### config.mk
export PLATFORM = sky130hd
export DESIGN_NAME = pll_lock_monitor
export DESIGN_NICKNAME = d
export VERILOG_FILES = /design/src/rtl/pll_mon_pkg.sv /design/src/rtl/pll_lock_sync.sv /design/src/rtl/pll_lock_monitor.sv
export SDC_FILE = /design/constraint.sdc
export NUM_CORES = 1
export LEC_CHECK = 0
export ABC_AREA = 1
export BUFFER_PORTS_ARGS = -buffer_cell sky130_fd_sc_hd__buf_2
export CAP_MARGIN = 20
export CORE_UTILIZATION = 51
export CTS_CLUSTER_SIZE = 30
export DETAILED_ROUTE_END_ITERATION = 8
export MAX_ROUTING_LAYER = met4
export PLACE_DENSITY = 0.74
export SETUP_SLACK_MARGIN = 0.5
export SLEW_MARGIN = 5
export SYNTH_ARGS = -nofsm -noshare
export SYNTH_HDL_FRONTEND = slang
export SYNTH_SLANG_ARGS = --single-unit
### constraint.sdc
create_clock -name inclk0 -period 1.5 [get_ports inclk0]
set_clock_uncertainty 0.15 [all_clocks]
set_input_delay 0.3 -clock inclk0 [delete_from_list [all_inputs] [get_ports inclk0]]
set_output_delay 0.3 -clock inclk0 [all_outputs]
set_load 0.01 [all_outputs]
### src/rtl/pll_mon_pkg.sv
// Shared types and default parameters for the PLL lock monitor and its
// helper blocks.
package pll_mon_pkg;

  typedef enum logic [1:0] {
    ST_UNLOCKED = 2'd0,
    ST_ACQUIRE  = 2'd1,
    ST_HOLD_RST = 2'd2,
    ST_LOCKED   = 2'd3
  } pll_mon_state_t;

  localparam int PLL_MON_LOCK_WINDOW   = 16;
  localparam int PLL_MON_UNLOCK_FILTER = 4;
  localparam int PLL_MON_RST_HOLD      = 8;
  localparam int PLL_MON_CNT_W         = 8;

  // Bits needed to hold 0..max_val without wrapping.
  function automatic int cnt_width(input int max_val);
    return (max_val < 1) ? 1 : $clog2(max_val + 1);
  endfunction

endpackage

### src/rtl/pll_lock_sync.sv
// Two-flop synchronizer with synchronous active-low reset, for bringing
// asynchronous PLL status lines into the PLL output clock domain.
module pll_lock_sync (
  input  logic clk_i,
  input  logic rst_n_i,
  input  logic d_i,
  output logic q_o
);

  logic meta_q;
  logic sync_q;

  always_ff @(posedge clk_i) begin
    if (!rst_n_i) begin
      meta_q <= 1'b0;
      sync_q <= 1'b0;
    end else begin
      meta_q <= d_i;
      sync_q <= meta_q;
    end
  end

  assign q_o = sync_q;

endmodule

### src/rtl/pll_lock_monitor.sv
// Qualifies the raw PLL lock flag into a filtered lock, a downstream reset,
// and saturating counters of lock losses and tolerated lock glitches.
//
// state       | meaning
// UNLOCKED    | no lock; waiting for the synchronized flag to go high
// ACQUIRE     | flag high, counting the qualification window
// HOLD_RST    | lock declared, downstream reset still held low
// LOCKED      | lock declared, downstream reset released
module pll_lock_monitor
  import pll_mon_pkg::*;
#(
  parameter int LOCK_WINDOW   = PLL_MON_LOCK_WINDOW,
  parameter int UNLOCK_FILTER = PLL_MON_UNLOCK_FILTER,
  parameter int RST_HOLD      = PLL_MON_RST_HOLD,
  parameter int CNT_W         = PLL_MON_CNT_W
) (
  input  logic             inclk0,
  input  logic             reset_n,
  input  logic             locked_raw,
  input  logic             clear_cnt,
  output logic             locked,
  output logic             rst_out_n,
  output logic             lock_lost,
  output logic [CNT_W-1:0] loss_cnt,
  output logic [CNT_W-1:0] glitch_cnt
);

  localparam int WIN_W  = cnt_width(LOCK_WINDOW);
  localparam int HOLD_W = cnt_width(RST_HOLD);
  localparam int LOW_W  = cnt_width(UNLOCK_FILTER);

  localparam logic [WIN_W-1:0]  WIN_LAST  = WIN_W'(LOCK_WINDOW - 1);
  localparam logic [HOLD_W-1:0] HOLD_LAST = HOLD_W'(RST_HOLD - 1);
  localparam logic [LOW_W-1:0]  LOW_LAST  = LOW_W'(UNLOCK_FILTER - 1);
  localparam logic [CNT_W-1:0]  CNT_MAX   = {CNT_W{1'b1}};

  logic sync;

  pll_lock_sync u_sync (
    .clk_i   (inclk0),
    .rst_n_i (reset_n),
    .d_i     (locked_raw),
    .q_o     (sync)
  );

  pll_mon_state_t    state_q;
  logic [WIN_W-1:0]  win_q;
  logic [HOLD_W-1:0] hold_q;
  logic [LOW_W-1:0]  low_q;
  logic              locked_q;
  logic              rst_out_n_q;
  logic              lock_lost_q;
  logic [CNT_W-1:0]  loss_cnt_q;
  logic [CNT_W-1:0]  loss_cnt_d;
  logic [CNT_W-1:0]  glitch_cnt_q;
  logic [CNT_W-1:0]  glitch_cnt_d;

  logic in_filter;
  logic loss_evt;
  logic glitch_evt;

  // A clear that coincides with an event keeps that event, so it loads 1.
  function automatic logic [CNT_W-1:0] sat_next(input logic [CNT_W-1:0] cur,
                                                input logic             evt,
                                                input logic             clr);
    logic [CNT_W-1:0] nxt;
    nxt = cur;
    if (clr) begin
      nxt = evt ? CNT_W'(1) : '0;
    end else if (evt && (cur != CNT_MAX)) begin
      nxt = cur + CNT_W'(1);
    end
    return nxt;
  endfunction

  assign in_filter  = (state_q == ST_HOLD_RST) || (state_q == ST_LOCKED);
  assign loss_evt   = in_filter && !sync && (low_q == LOW_LAST);
  assign glitch_evt = in_filter && sync && (low_q != '0);

  assign loss_cnt_d   = sat_next(loss_cnt_q, loss_evt, clear_cnt);
  assign glitch_cnt_d = sat_next(glitch_cnt_q, glitch_evt, clear_cnt);

  always_ff @(posedge inclk0) begin
    if (!reset_n) begin
      state_q     <= ST_UNLOCKED;
      win_q       <= '0;
      hold_q      <= '0;
      low_q       <= '0;
      locked_q    <= 1'b0;
      rst_out_n_q <= 1'b0;
      lock_lost_q <= 1'b0;
    end else begin
      lock_lost_q <= loss_evt;
      case (state_q)
        // win_q is zero in UNLOCKED, so a window of 1 goes straight to HOLD_RST.
        ST_UNLOCKED, ST_ACQUIRE: begin
          if (!sync) begin
            state_q <= ST_UNLOCKED;
            win_q   <= '0;
          end else if (win_q == WIN_LAST) begin
            state_q  <= ST_HOLD_RST;
            win_q    <= '0;
            hold_q   <= '0;
            low_q    <= '0;
            locked_q <= 1'b1;
          end else begin
            state_q <= ST_ACQUIRE;
            win_q   <= win_q + WIN_W'(1);
          end
        end
        ST_HOLD_RST, ST_LOCKED: begin
          if (loss_evt) begin
            state_q     <= ST_UNLOCKED;
            hold_q      <= '0;
            low_q       <= '0;
            locked_q    <= 1'b0;
            rst_out_n_q <= 1'b0;
          end else begin
            low_q <= sync ? '0 : low_q + LOW_W'(1);
            // The hold keeps running through a tolerated glitch.
            if (state_q == ST_HOLD_RST) begin
              if (hold_q == HOLD_LAST) begin
                state_q     <= ST_LOCKED;
                hold_q      <= '0;
                rst_out_n_q <= 1'b1;
              end else begin
                hold_q <= hold_q + HOLD_W'(1);
              end
            end
          end
        end
        default: state_q <= ST_UNLOCKED;
      endcase
    end
  end

  always_ff @(posedge inclk0) begin
    if (!reset_n) begin
      loss_cnt_q   <= '0;
      glitch_cnt_q <= '0;
    end else begin
      loss_cnt_q   <= loss_cnt_d;
      glitch_cnt_q <= glitch_cnt_d;
    end
  end

  assign locked     = locked_q;
  assign rst_out_n  = rst_out_n_q;
  assign lock_lost  = lock_lost_q;
  assign loss_cnt   = loss_cnt_q;
  assign glitch_cnt = glitch_cnt_q;

endmodule

# Word level (Yosys, flattened, before mapping)
# Index checks and enable logic that the tools add are counted.
[word_totals]
wordCells = 82
ff_bits = 35
output_inout_bits = 19
inputBits = 4
[op_classes]
add_sub_neg = 5
n_reduce_logical = 21
mux = 32
n_eq_ne = 13
[ops]
columns = ["op", "count"]
rows = [
  ["8-bit two-way mux", 4],
  ["4-bit two-way mux", 5],
  ["8-bit by 1-bit adder with 8-bit output (second input constant)", 2],
  ["8-bit inequality test (second input constant)", 2],
  ["3-bit two-way mux", 4],
  ["2-bit two-way mux", 5],
  ["5-bit two-way mux", 2],
  ["3-bit AND reduction", 3],
  ["1-bit two-way mux", 8],
  ["4-bit case mux with 2 select lines", 1],
  ["2-bit nonzero test", 4],
  ["1-bit logical AND", 6],
  ["3-bit inequality test (second input constant)", 2],
  ["3-bit case mux with 2 select lines", 1],
  ["5-bit by 1-bit adder with 5-bit output (second input constant)", 1],
  ["5-bit by 4-bit == test with 1-bit output (second input constant)", 1],
  ["4-bit by 1-bit adder with 4-bit output (second input constant)", 1],
  ["2-bit == test (second input constant)", 2],
  ["4-bit by 3-bit == test with 1-bit output (second input constant)", 1],
  ["2-bit inequality test (second input constant)", 2],
  ["2-bit case mux with 2 select lines", 1],
  ["2-bit AND reduction", 2],
  ["2-bit OR reduction", 2],
  ["3-bit by 1-bit adder with 3-bit output (second input constant)", 1],
  ["other kinds (8)", 8],
]

# Longest topological paths before layout
# Gate-level depths: netlist of run 1.
[depth]
word_depth = 7
depth_mapped = 9

# Modules after synthesis
# A second synthesis of run 1 with hierarchy kept.
[unflattened]
cells_unflattened = 243
hier_area_um2 = 1704.1
[modules_own_cells]
columns = ["module", "cells_each", "n_inst", "area_per_inst_um2", "seq_area_each_um2"]
rows = [
  ["pll_lock_monitor", 237, 1, 1649.1, 660.6],
  ["pll_lock_sync", 6, 1, 55.1, 40.0],
]

# Worst setup path before layout of run 1
# OpenSTA, ideal clock, no wires.
[synth_path]
path_type = "register to register"
startpoint = "register loss_cnt_q[0] (netlist: loss_cnt[0])"
endpoint = "register loss_cnt_q[1] (netlist: loss_cnt[1])"
setup_slack_ps = -14
setup_ps = 116
synth_period_minus_slack_ps = 1514
path_stages_with_launch = 9
t_required_ps = 1234
t_arrival_ps = 1248
path_cell_list = "dfxtp_1 -> ha_1 -> nand2_1 -> nor2_1 -> nand2_1 -> nand2_4 -> inv_1 -> o21ai_0 -> nor2_1"
[synth_via]
elab_chain_len = 3
elab_cells_between_ends = 6
classes_between = "add/sub: 1; eq/ne: 1; mux: 2; reduce/logical: 2"
[synth_rtl]
columns = ["element", "line", "rtl"]
rows = [
  ["start: declaration", "pll_lock_monitor.sv:53", "logic [CNT_W-1:0] loss_cnt_q;"],
  ["start signal: assignment", "pll_lock_monitor.sv:142", "loss_cnt_q <= loss_cnt_d;"],
  ["8-bit by 1-bit adder with 8-bit output or 8-bit inequality test (tied branches)", "pll_lock_monitor.sv:71, pll_lock_monitor.sv:70", ""],
  ["8-bit two-way mux or 1-bit logical AND (tied branches)", "pll_lock_monitor.sv:70", "end else if (evt && (cur != CNT_MAX)) begin"],
  ["8-bit two-way mux or 2-bit nonzero test (tied branches)", "--", ""],
]
# Parallel ways exist; a longest one is shown, timed or not. The select of a mux whose other input is x is not followed.
# A chain may end at the register's enable or synchronous reset.

# Final worst setup path of run 1
[layout_path]
startpoint = "register low_q[1]"
endpoint = "register loss_cnt_q[6] (netlist: loss_cnt[6])"
[layout_via]
elab_chain_len = 4
[layout_rtl]
columns = ["element", "line", "rtl"]
rows = [
  ["start: declaration", "pll_lock_monitor.sv:49", "logic [LOW_W-1:0] low_q;"],
  ["start signal: assignment", "pll_lock_monitor.sv:119", "low_q <= sync ? '0 : low_q + LOW_W'(1);"],
  ["3-bit by 2-bit == test with 1-bit output", "pll_lock_monitor.sv:77", "assign loss_evt = in_filter && !sync && (low_q == LOW_LAST);"],
  ["1-bit logical AND", "pll_lock_monitor.sv:77", ""],
  ["1-bit logical AND", "pll_lock_monitor.sv:70", ""],
  ["2-bit nonzero test (no source line)", "--", ""],
]
# No other way between the ends.

==> results of run 1 <==
worst max-delay path: stages (launching register included):
cell and delay, ns:
dfxtp_4 0.38, ha_4 0.14, ha_4 0.14, nand2_4 0.06, nor2_4 0.16, nand2_4 0.11, o21ai_0 0.22, nor2_1 0.09
kinds of logic after synthesis:
logic type               share of synthesized area (%)
AO/OA/AOI/OAI                                     14.0
AND/OR/NAND/NOR                                   33.1
buffers and inverters                             8.67
adder cells (fa/ha/maj)                           4.85
XOR/XNOR                                         0.486
flip-flops                                        38.8
synth_stat cells, drive strengths merged:
master	instances
nor2	35
nor3	3
inv	30
a21oi	29
dfxtp	35
ha	7
bufinv	1
clkbuf	2
o21a	2
buf	2
nand4	4
xnor2	1
nand2	68
or2	3
a31oi	1
o21ai	15
nand3	16
worst paths after layout:
path / cells after the start / startpoint / slack (ns) / end
max: 7 / low_q[1]$_SDFFE_PN0P_ / -0.06 / loss_cnt[6]$_SDFFE_PN0P_
min: 3 / reset_n / 0.13 / low_q[2]$_SDFFE_PN0P_
max reg2reg: 7 / low_q[1]$_SDFFE_PN0P_ / -0.06 / loss_cnt[6]$_SDFFE_PN0P_
min reg2reg: 2 / u_sync.meta_q$_SDFF_PN0_ / 0.28 / u_sync.q_o$_SDFF_PN0_
timing repair:
action                                  CTS  global route
hold buffers                              1             0
cloned                                    1             1
buffers inserted                         23             9
endpoints found under the setup margin   52            52
pin swaps                                 6             5
gates resized for setup                  68            35
hold endpoints to repair                  1             0
registers in the layout, indices dropped and copies added (netlist names):
signal and count:
loss_cnt 8, rst_out_n 1, u_sync.meta_q 1, u_sync.q_o 1
glitch_cnt 8, low_q 3, win_q 5, lock_lost 1
state_q 2, locked 1, hold_q 4
final cells by class:
class,instances,area [um^2]
clock buffer,8,68.8
fill,185,505
inverter,31,131
multi-input combinational,186,1260
sequential,35,772
tap,46,57.6
timing repair buffer,63,566
cells in the final DEF, fill, tap and decap left out, types with 2 or more instances in the layout:
cell type and n:
nand2_1 45, buf_4 33, inv_1 27, buf_6 26
nor2_1 25, dfxtp_4 15, nand2_2 14, a21oi_2 14
a21oi_1 14, nand3_1 14, dfxtp_2 12, nand2_4 8
dfxtp_1 8, nor2_4 7, o21ai_1 7, ha_4 6
o21ai_0 5, clkbuf_4 5, nand4_1 4, nand2_8 3
nor2_2 3, or2_2 3, o21ai_2 3, buf_2 3
nand3_4 2, inv_2 2, o21a_1 2, nor3_2 2
clkbuf_8 2
power by group:
part           internal (mW)  switching, mW
Combinational         0.0546         0.0706
Clock                  0.276          0.318
Sequential             0.913        0.00953
Total                   1.24          0.398
per-layer routing:
layer  part of all wire [%]  up-vias  GRT usage, %
met5                      0        -             -
met4                    3.8        0          8.89
met3                    5.9       26          7.14
met2                     51       98          45.2
met1                     40      886          32.6
li1                       -      966             -
==> flow_metrics.py, run 1 <==
metrics = {
    "detailed_routing": {
        "routed_wl_um": 5430,
        "postRouteAntennaNets": 0,
        "vias": 1976,
        "dr.pass1.iters": 5,
        "avgViaCountPerCell": 5.36,
        "first_iter_violations": 127,
        "remaining_drc_errors": 0,
        "post_drt_wl_per_cell_um": 14.7,
    },
    "clock_tree": {
        "cts_buffers": 5,
        "clk_pin_slew_ns": 0.10,
        "clock_path_buffers": 2,
        "root_buffer": "clkbuf_4",
        "cts.sinks": 35,
        "cts_tree": "built",
        "h-tree-depth": 2,
        "clkLatencyLatePin_ns": 0.35,
    },
    "timing": {
        "period_minus_slack_ns": 1.56,
        "tightestPinTransition_ns": 0.376,
        "relSlewSlack_pct": 74.9,
        "rsz0062_at_grt": "true",
        "drv_slew": 0,
        "whs_ns": 0.125,
        "fin_setup_tns_ns": -0.129,
        "hold_viol_final": 0,
        "post-route-period-util_pct": 104,
        "clock.fmax_ghz": 0.642,
        "setup_viol": 7,
        "worst_slack_ns": -0.0586,
    },
    "run_status": {
        "violations": "negative setup slack",
        "status": "finished with violations",
    },
    "worst_setup_path": {
        "crit_fanout": 5,
        "critPathCaptureType": "flop",
        "required_ns": 1.58,
        "worstPathArrival_ns": 1.64,
        "start_kind": "flop",
        "crit_type": "reg2reg",
    },
    "floorplan": {
        "start_util_pct": 53.6,
        "rows": 21,
        "die_x_um": 61.5,
        "core_area_um2": 3360,
        "die_h_um": 61.5,
        "die_area_um2": 3780,
        "ios": 23,
    },
    "yosys": {
        "synth_nets": 265,
        "synthCells": 254,
        "syn_area_um2": 1800,
        "yosysSeqAreaShare_pct": 38.8,
        "netlist.area_leader.share_pct": 38.8,
        "synth_cell_types": 26,
        "synth_top_area_cell": "dfxtp_1",
        "ys.warnings.count": 0,
        "synth_area_leaders": "dfxtp_1, nand2_1, a21oi_1",
        "syn_avg_cell_area_um2": 7.10,
        "ys_ff_latch": 35,
    },
    "finish": {
        "fin_nets": 333,
        "area_delta_synth_final_pct": 58.4,
        "finalNonFillerCells": 369,
        "diodes": 0,
        "final_area_um2": 2860,
        "drive_gt1_share_pct": 51.7,
        "fin_util_pct": 85.0,
    },
    "run": {
        "cap_viol_max_count": 0,
    },
    "global_route": {
        "grt_pass1_wl_um": 7420,
        "grt_antenna_before_repair": 0,
        "overflow": 0,
        "grt_usage_pct": 27.5,
        "grt_max_degree": 12,
        "grt_pass1_vias": 1746,
    },
    "power": {
        "p_per_area_nw_per_um2": 575,
        "finalPower_mw": 1.64,
        "ir_worst_vdd_uv": 620,
        "p_leak_nw": 1.17,
    },
    "place": {
        "place.gp.congestion": 0.898,
        "preCtsSetupSlack_ns": -0.00462,
        "dp_hpwl_um": 2760,
        "dp.cells": 326,
        "place_area_um2": 2170,
        "port_buffers": 22,
    },
    "worst_hold_path": {
        "hp-class": "in2reg",
    },
}
(Power assumes the default switching activity.)
==> run 2: changes to the inputs <==
PLACE_DENSITY = default   (was 0.74)
PLACE_DENSITY_LB_ADDON = 0.2   (was default)
SKIP_LAST_GASP = 1   (was default)
SLEW_MARGIN = default   (was 5)
==> run 2 against run 1 <==
Sequential share of layout area increased by 1.6 points. Combinational power decreased by 22%. Critical endpoint is now loss_cnt[7]$_SDFFE_PN0P_. The flow still finishes with violations (negative setup slack). Global-route usage decreased by 1.8 points. Largest cell class unchanged. Clock power decreased by 16%. Cell area decreased by 6.2%. Largest power group unchanged. Cell count decreased by 2.7%. Core utilization decreased by 5.3 points. Setup slack improved by 0.023 ns. Highest routed layer unchanged. Non-clock buffer count decreased by 10. Via count decreased by 7.9%.
==> flow_metrics.py, run 2 (synthesis gave the netlist of run 1 again) <==
metrics = {
    "place": {
        "dp_hpwl_um": 2710,
        "place.gp.congestion": 0.813,
        "dp.cells": 324,
        "port_buffers": 22,
    },
    "floorplan": {
        "die_h_um": 61.5,
        "rows": 21,
        "die_area_um2": 3780,
        "start_util_pct": 53.6,
        "die_x_um": 61.5,
        "core_area_um2": 3360,
        "ios": 23,
    },
    "clock_tree": {
        "clk_pin_slew_ns": 0.10,
        "root_buffer": "clkbuf_4",
        "cts_tree": "built",
        "clock_path_buffers": 2,
        "clkLatencyLatePin_ns": 0.35,
        "h-tree-depth": 2,
        "cts_buffers": 5,
        "cts.sinks": 35,
    },
    "finish": {
        "diodes": 0,
        "fin_nets": 323,
        "area_delta_synth_final_pct": 48.5,
        "final_cell_mix": "nand2_1, nor2_1, buf_4",
        "drive_gt1_share_pct": 47.0,
        "mostFrequentLayoutCell": "nand2_1",
        "finalNonFillerCells": 359,
    },
    "timing": {
        "drv_slew": 0,
        "tightestPinTransition_ns": 0.293,
        "rsz0062_at_grt": "true",
        "post-route-period-util_pct": 102,
        "relSlewSlack_pct": 80.4,
        "hold_viol_final": 0,
        "setup_viol": 2,
        "clock.fmax_ghz": 0.651,
        "period_minus_slack_ns": 1.54,
        "fin_setup_tns_ns": -0.0441,
        "worst_slack_ns": -0.0353,
    },
    "detailed_routing": {
        "post_drt_wl_per_cell_um": 12.7,
        "postRouteAntennaNets": 0,
        "first_iter_violations": 123,
        "remaining_drc_errors": 0,
        "dr.pass1.iters": 4,
        "routed_wl_um": 4550,
        "avgViaCountPerCell": 5.07,
        "vias": 1819,
    },
    "run_status": {
        "violations": "negative setup slack",
        "status": "finished with violations",
    },
    "global_route": {
        "grt_usage_pct": 25.7,
        "grt_pass1_wl_um": 6750,
        "grt_antenna_before_repair": 0,
        "grt_max_degree": 15,
        "grt_pass1_vias": 1603,
        "overflow": 0,
    },
    "worst_setup_path": {
        "crit_fanout": 3,
        "critPathCaptureType": "flop",
        "crit_type": "reg2reg",
        "required_ns": 1.64,
        "worstPathArrival_ns": 1.68,
        "start_kind": "flop",
    },
    "worst_hold_path": {
        "hp-class": "in2reg",
    },
    "power": {
        "finalPower_mw": 1.52,
        "p_leak_nw": 1.08,
        "p_per_area_nw_per_um2": 569,
        "ir_worst_vdd_uv": 566,
    },
    "run": {
        "cap_viol_max_count": 0,
    },
}
-- run 2: cell type report --
cell class                 instances  area [um^2]
timing repair buffer              53          473
multi-input combinational        186         1210
tap                               46         57.6
sequential                        35          766
fill                             222          683
inverter                          31          126
clock buffer                       8         48.8
-- run 2: worst max-delay path: stages, from the launching register on --
cell,delay [ns]
dfxtp_4,0.38
ha_4,0.14
ha_4,0.14
inv_1,0.06
nor2_1,0.14
nand2_1,0.14
a21oi_1,0.22
o21ai_2,0.08
inv_1,0.05
-- run 2: final timing paths --
check / from / endpoint / slack (ns) / cells past startpoint
setup reg to reg: low_q[0]$_SDFFE_PN0P_ / loss_cnt[7]$_SDFFE_PN0P_ / -0.04 / 8
setup / recovery: low_q[0]$_SDFFE_PN0P_ / loss_cnt[7]$_SDFFE_PN0P_ / -0.04 / 8
hold reg to reg: u_sync.meta_q$_SDFF_PN0_ / u_sync.q_o$_SDFF_PN0_ / 0.27 / 2
hold / removal: reset_n / u_sync.meta_q$_SDFF_PN0_ / 0.11 / 3
-- run 2: power by group --
group | switching (mW) | internal (mW)
clock | 0.311 | 0.187
combinational | 0.0568 | 0.0407
sequential | 0.0110 | 0.919
-- run 2: per-stage QoR --
| stage | setup slack (ns) | utilization [%] | area [um^2] | hold slack (ns) |
|---|---|---|---|---|
| 2_1_floorplan | 0.109 | - | 1970 | 0.240 |
| 3_3_place_gp | 0.0384 | 64.1 | 2160 | 0.278 |
| 3_5_place_dp | 0.0128 | 64.1 | 2160 | 0.276 |
| 4_1_cts | 0.0220 | 74.7 | 2510 | 0.101 |
| 5_1_grt | -0.128 | 79.7 | 2680 | 0.108 |
| 6_report | -0.0353 | 79.7 | 2680 | 0.111 |
-- run 2: what timing repair did --
| item | 4_1_cts | 5_1_grt |
|---|---|---|
| setup endpoints to repair | 52 | 52 |
| gates resized for setup | 45 | 38 |
| hold buffers | 1 | 0 |
| gates cloned | 2 | 0 |
| pin swaps | 12 | 7 |
| buffers inserted | 17 | 7 |
| endpoints found under the hold margin | 1 | 0 |
-- run 2: per-layer routing --
metal	routed length, um	share of wire (%)	up-vias	GRT usage (%)
met1	2050	45	840	31.0
met4	52	1.1	0	7.62
met3	183	4.0	4	8.19
met5	0	0	-	-
li1	-	-	939	-
met2	2270	50	36	40.9
==> run 3: changes to the inputs <==
CORE_ASPECT_RATIO = 0.75   (was default)
SYNTH_HIERARCHICAL = 1   (was default)
==> run 3 against run 2 <==
Synthesized area fell by 5.5%. Synthesized cell count fell by 4.3%. The run now fails in 5_1_grt.
==> flow_metrics.py, run 3 <==
metrics = {
    "yosys": {
        "synth_ff_type": "dfxtp_1",
        "synth_cell_types": 28,
        "synth_nets": 254,
        "syn_avg_cell_area_um2": 7.01,
        "netlist.area_leader.share_pct": 41.1,
        "yosysSeqAreaShare_pct": 41.1,
        "syn_area_um2": 1700,
        "synth_area_leaders": "dfxtp_1, nand2_1, a21oi_1",
        "ys_ff_latch": 35,
        "synth_edf_count": 0,
        "ys_top_cells_by_count": "nand2_1, nor2_1, dfxtp_1",
        "yosysMostFrequentCell": "nand2_1",
        "ys_async_sr_fraction_pct": 0,
        "ys.warnings.count": 6,
        "synth_top_area_cell": "dfxtp_1",
        "synthCells": 243,
    },
    "clock_tree": {
        "hold_buffers": 0,
        "root_buffer": "clkbuf_8",
        "cts_buffers": 5,
        "clock_path_buffers": 2,
        "h-tree-depth": 2,
        "cts.sinks": 35,
    },
    "floorplan": {
        "die_h_um": 52.1,
        "die_x_um": 68.7,
        "ios": 23,
        "rows": 17,
        "start_util_pct": 55.6,
    },
    "timing": {
        "grt_worst_setup_endpoint": "loss_cnt[6]$_SDFFE_PN0P_/D",
        "worst_endpoint_kind": "register input",
    },
    "run_status": {
        "lastStage": "5_1_grt",
        "status": "aborted with a tool error",
        "tool.error": "[ERROR DPL-0038] Utilization greater than 100%, impossible to legalize",
    },
    "place": {
        "dp_hpwl_um": 2890,
        "place.gp.congestion": 0.849,
        "place_area_um2": 2240,
        "preCtsSetupSlack_ns": -0.0373,
        "port_buffers": 22,
    },
    "global_route": {
        "grt_max_degree": 15,
    },
}
## run 3: cell count changes after synthesis, moves of 2 or more
cell | previous run | this run
inv_1 | 28 | 24
inv_2 | 2 | 5
nand2_1 | 60 | 54
nand2_2 | 2 | 4
nand2_4 | 6 | 2
nand3_1 | 15 | 13
nor2_1 | 32 | 36
nor2_4 | 2 | 0
o21ai_0 | 14 | 12
or2_2 | 3 | 1
## run 3: per-stage QoR
stage / std cells / TNS [ns] / hold slack (ns) / utilization (%)
after global placement: 325 / -0.00259 / 0.244 / 73.0
after floorplan: 243 / 0 / 0.240 / -
after detailed placement: 325 / -0.0776 / 0.269 / 73.0
after CTS: 355 / -0.262 / 0.0371 / 90.1
## run 3: cell families after synthesis
| group | Yosys count | share of synthesized area, % |
|---|---|---|
| simple gates | 119 | 29.9 |
| compound gates | 49 | 16.1 |
| flops | 35 | 41.1 |
| buf+inv | 32 | 7.27 |
| fa+ha+maj | 7 | 5.14 |
| xor+xnor | 1 | 0.514 |
## run 3: timing repair
action                     in CTS
gates cloned                    1
resized for setup              74
hold endpoints to repair        0
setup endpoints to repair      52
buffers inserted               21
pin swaps                      21
==> run 4: changes to the inputs <==
CORE_ASPECT_RATIO = default   (was 0.75)
CORE_UTILIZATION = 40   (was 51)
CTS_CLUSTER_SIZE = default   (was 30)
MAX_ROUTING_LAYER = default   (was met4)
PLACE_DENSITY_LB_ADDON = 0.15   (was 0.2)
SETUP_SLACK_MARGIN = default   (was 0.5)
clock period = 2 ns   (was 1.5 ns; I/O delays follow)
==> run 4 against run 3 <==
The flow now finishes without violations. Synthesized cell count is the same. Synthesized area is the same.
==> flow_metrics.py, run 4 <==
metrics = {
    "run_status": {
        "status": "finished clean",
    },
    "worst_setup_path": {
        "worstPathArrival_ns": 1.83,
        "worstPathCellList": "ha_1, ha_1, inv_1, nor2_1, nand2_1, inv_2, nand2_4, nand2_1, a21oi_1, nor2_1",
        "critical-path-slowest-cell": "dfxtp_1",
        "crit_type": "reg2reg",
        "critPathCaptureType": "flop",
        "crit_fanout": 10,
        "required_ns": 2.03,
        "path_buf_inv": 2,
        "start_kind": "flop",
        "cp_top_family": "simple AND/OR/NAND/NOR gates",
        "max_stage_delay_ns": 0.31,
        "r2r_slack_ns": 0.20,
    },
    "yosys": {
        "synth_cell_types": 28,
        "syn_avg_cell_area_um2": 7.01,
        "synth_area_leaders": "dfxtp_1, nand2_1, a21oi_1",
        "synth_edf_count": 0,
        "ys_async_sr_fraction_pct": 0,
        "ys_ff_latch": 35,
        "syn_area_um2": 1700,
        "synthCells": 243,
        "yosysMostFrequentCell": "nand2_1",
        "ys.warnings.count": 6,
        "synth_ff_type": "dfxtp_1",
        "netlist.area_leader.share_pct": 41.1,
        "synth_nets": 254,
        "yosysSeqAreaShare_pct": 41.1,
        "synth_top_area_cell": "dfxtp_1",
        "ys_top_cells_by_count": "nand2_1, nor2_1, dfxtp_1",
    },
    "global_route": {
        "overflow": 0,
        "grt_max_degree": 15,
        "grt_usage_pct": 17.2,
        "grt_antenna_before_repair": 0,
        "grt_pass1_vias": 1361,
        "grt_pass1_wl_um": 5940,
    },
    "finish": {
        "mostFrequentLayoutCell": "nand2_1",
        "finalNonFillerCells": 323,
        "fin_nets": 283,
        "diodes": 0,
        "final_cell_mix": "nand2_1, nor2_1, dfxtp_1",
        "drive_gt1_share_pct": 17.6,
        "area_delta_synth_final_pct": 16.4,
    },
    "detailed_routing": {
        "avgViaCountPerCell": 4.88,
        "routed_wl_um": 3480,
        "vias": 1576,
        "first_iter_violations": 146,
        "post_drt_wl_per_cell_um": 10.8,
        "remaining_drc_errors": 0,
        "postRouteAntennaNets": 0,
        "dr.pass1.iters": 4,
    },
    "timing": {
        "setup_viol": 0,
        "relSlewSlack_pct": 73.0,
        "period_minus_slack_ns": 1.80,
        "tightestPinTransition_ns": 0.404,
        "rsz0062_at_grt": "false",
        "hold_viol_final": 0,
        "post-route-period-util_pct": 90.0,
        "clock.fmax_ghz": 0.556,
        "drv_slew": 0,
        "fin_setup_tns_ns": 0,
    },
    "place": {
        "port_buffers": 22,
        "dp.cells": 315,
        "dp_hpwl_um": 2550,
        "place.gp.congestion": 0.825,
    },
    "floorplan": {
        "start_util_pct": 42.0,
        "die_h_um": 67.3,
        "die_x_um": 67.3,
        "die_area_um2": 4530,
        "ios": 23,
        "core_area_um2": 4060,
        "rows": 23,
    },
    "worst_hold_path": {
        "hp-class": "in2reg",
    },
    "power": {
        "switching_share_pct": 21.3,
        "power_frac_clock_pct": 43.2,
        "p_leak_nw": 0.848,
        "ir_worst_vdd_uv": 389,
        "p_switching_mw": 0.278,
        "p_per_area_nw_per_um2": 658,
        "seq_power_share_pct": 53.9,
        "p_int_mw": 1.03,
        "p_comb_share_pct": 2.9,
    },
    "run": {
        "cap_viol_max_count": 0,
    },
    "clock_tree": {
        "root_buffer": "clkbuf_8",
        "cts_buffers": 5,
        "cts_resized": 0,
        "clkLatencyLatePin_ns": 0.28,
        "cts_tree": "built",
        "clk_pin_slew_ns": 0.07,
        "cts.sinks": 35,
        "h-tree-depth": 2,
        "clock_path_buffers": 2,
        "hold_buffers": 0,
        "postCtsSetupRepairBufs": 0,
    },
}
## run 4: area by class of cell
class                           count  area, um^2
Fill cell                         409        2070
Multi-Input combinational cell    176         880
Sequential cell                    35         701
Timing Repair Buffer               25         133
Inverter                           29         109
Clock buffer                        8         100
Tap cell                           50        62.6
## run 4: logic make-up (layout without fill, tap and decap cells)
group	count (synthesis)	after routing	share of synthesized area, %
compound gates	49	49	16.1
fa+ha+maj	7	7	5.14
flops	35	35	41.1
buf+inv	32	62	7.27
xor+xnor	1	1	0.514
simple gates	119	119	29.9
## run 4: final timing paths
path	startpoint	cells past startpoint	to
setup / recovery	low_q[0]$_SDFFE_PN0P_	10	loss_cnt[2]$_SDFFE_PN0P_
hold / removal	locked_raw	3	u_sync/meta_q$_SDFF_PN0_
setup reg to reg	low_q[0]$_SDFFE_PN0P_	10	loss_cnt[2]$_SDFFE_PN0P_
hold reg to reg	u_sync/meta_q$_SDFF_PN0_	2	u_sync/q_o$_SDFF_PN0_
## run 4: power by group through the flow
stage          clock network (mW)  logic, mW  registers (mW)
2_1_floorplan                   0     0.0233           0.719
3_3_place_gp                    0     0.0377           0.719
3_5_place_dp                    0     0.0380           0.719
4_1_cts                     0.581     0.0382           0.703
5_1_grt                     0.612     0.0433           0.703
6_report                    0.564     0.0383           0.703
## run 4: worst reg2reg max path: stages, from the launching register on
cell	delay, ns
dfxtp_1	0.31
ha_1	0.20
ha_1	0.18
inv_1	0.12
nor2_1	0.07
nand2_1	0.12
inv_2	0.07
nand2_4	0.12
nand2_1	0.14
a21oi_1	0.16
nor2_1	0.05
## run 4: metrics by stage
stage | setup slack (ns) | utilization (%) | cell area, um^2 | total power, mW | hold slack, ns
final | 0.200 | 48.9 | 1980 | 1.30 | 0.148
after global routing | 0.0529 | 48.9 | 1980 | 1.36 | 0.146
after CTS | 0.205 | 48.9 | 1980 | 1.32 | 0.139
after detailed placement | 0.221 | 46.4 | 1880 | 0.757 | 0.251
after floorplan | 0.405 | - | 1700 | 0.742 | 0.240
after global placement | 0.282 | 46.4 | 1880 | 0.757 | 0.255
## run 4: metal layers
metal  vias to the layer above  wire, um  global-route usage, %
met1                       682      1820                   23.5
met3                         5       156                   4.05
met4                         0        24                   6.38
li1                        847         -                      -
met2                        42      1480                   26.1
met5                         -         0                      0
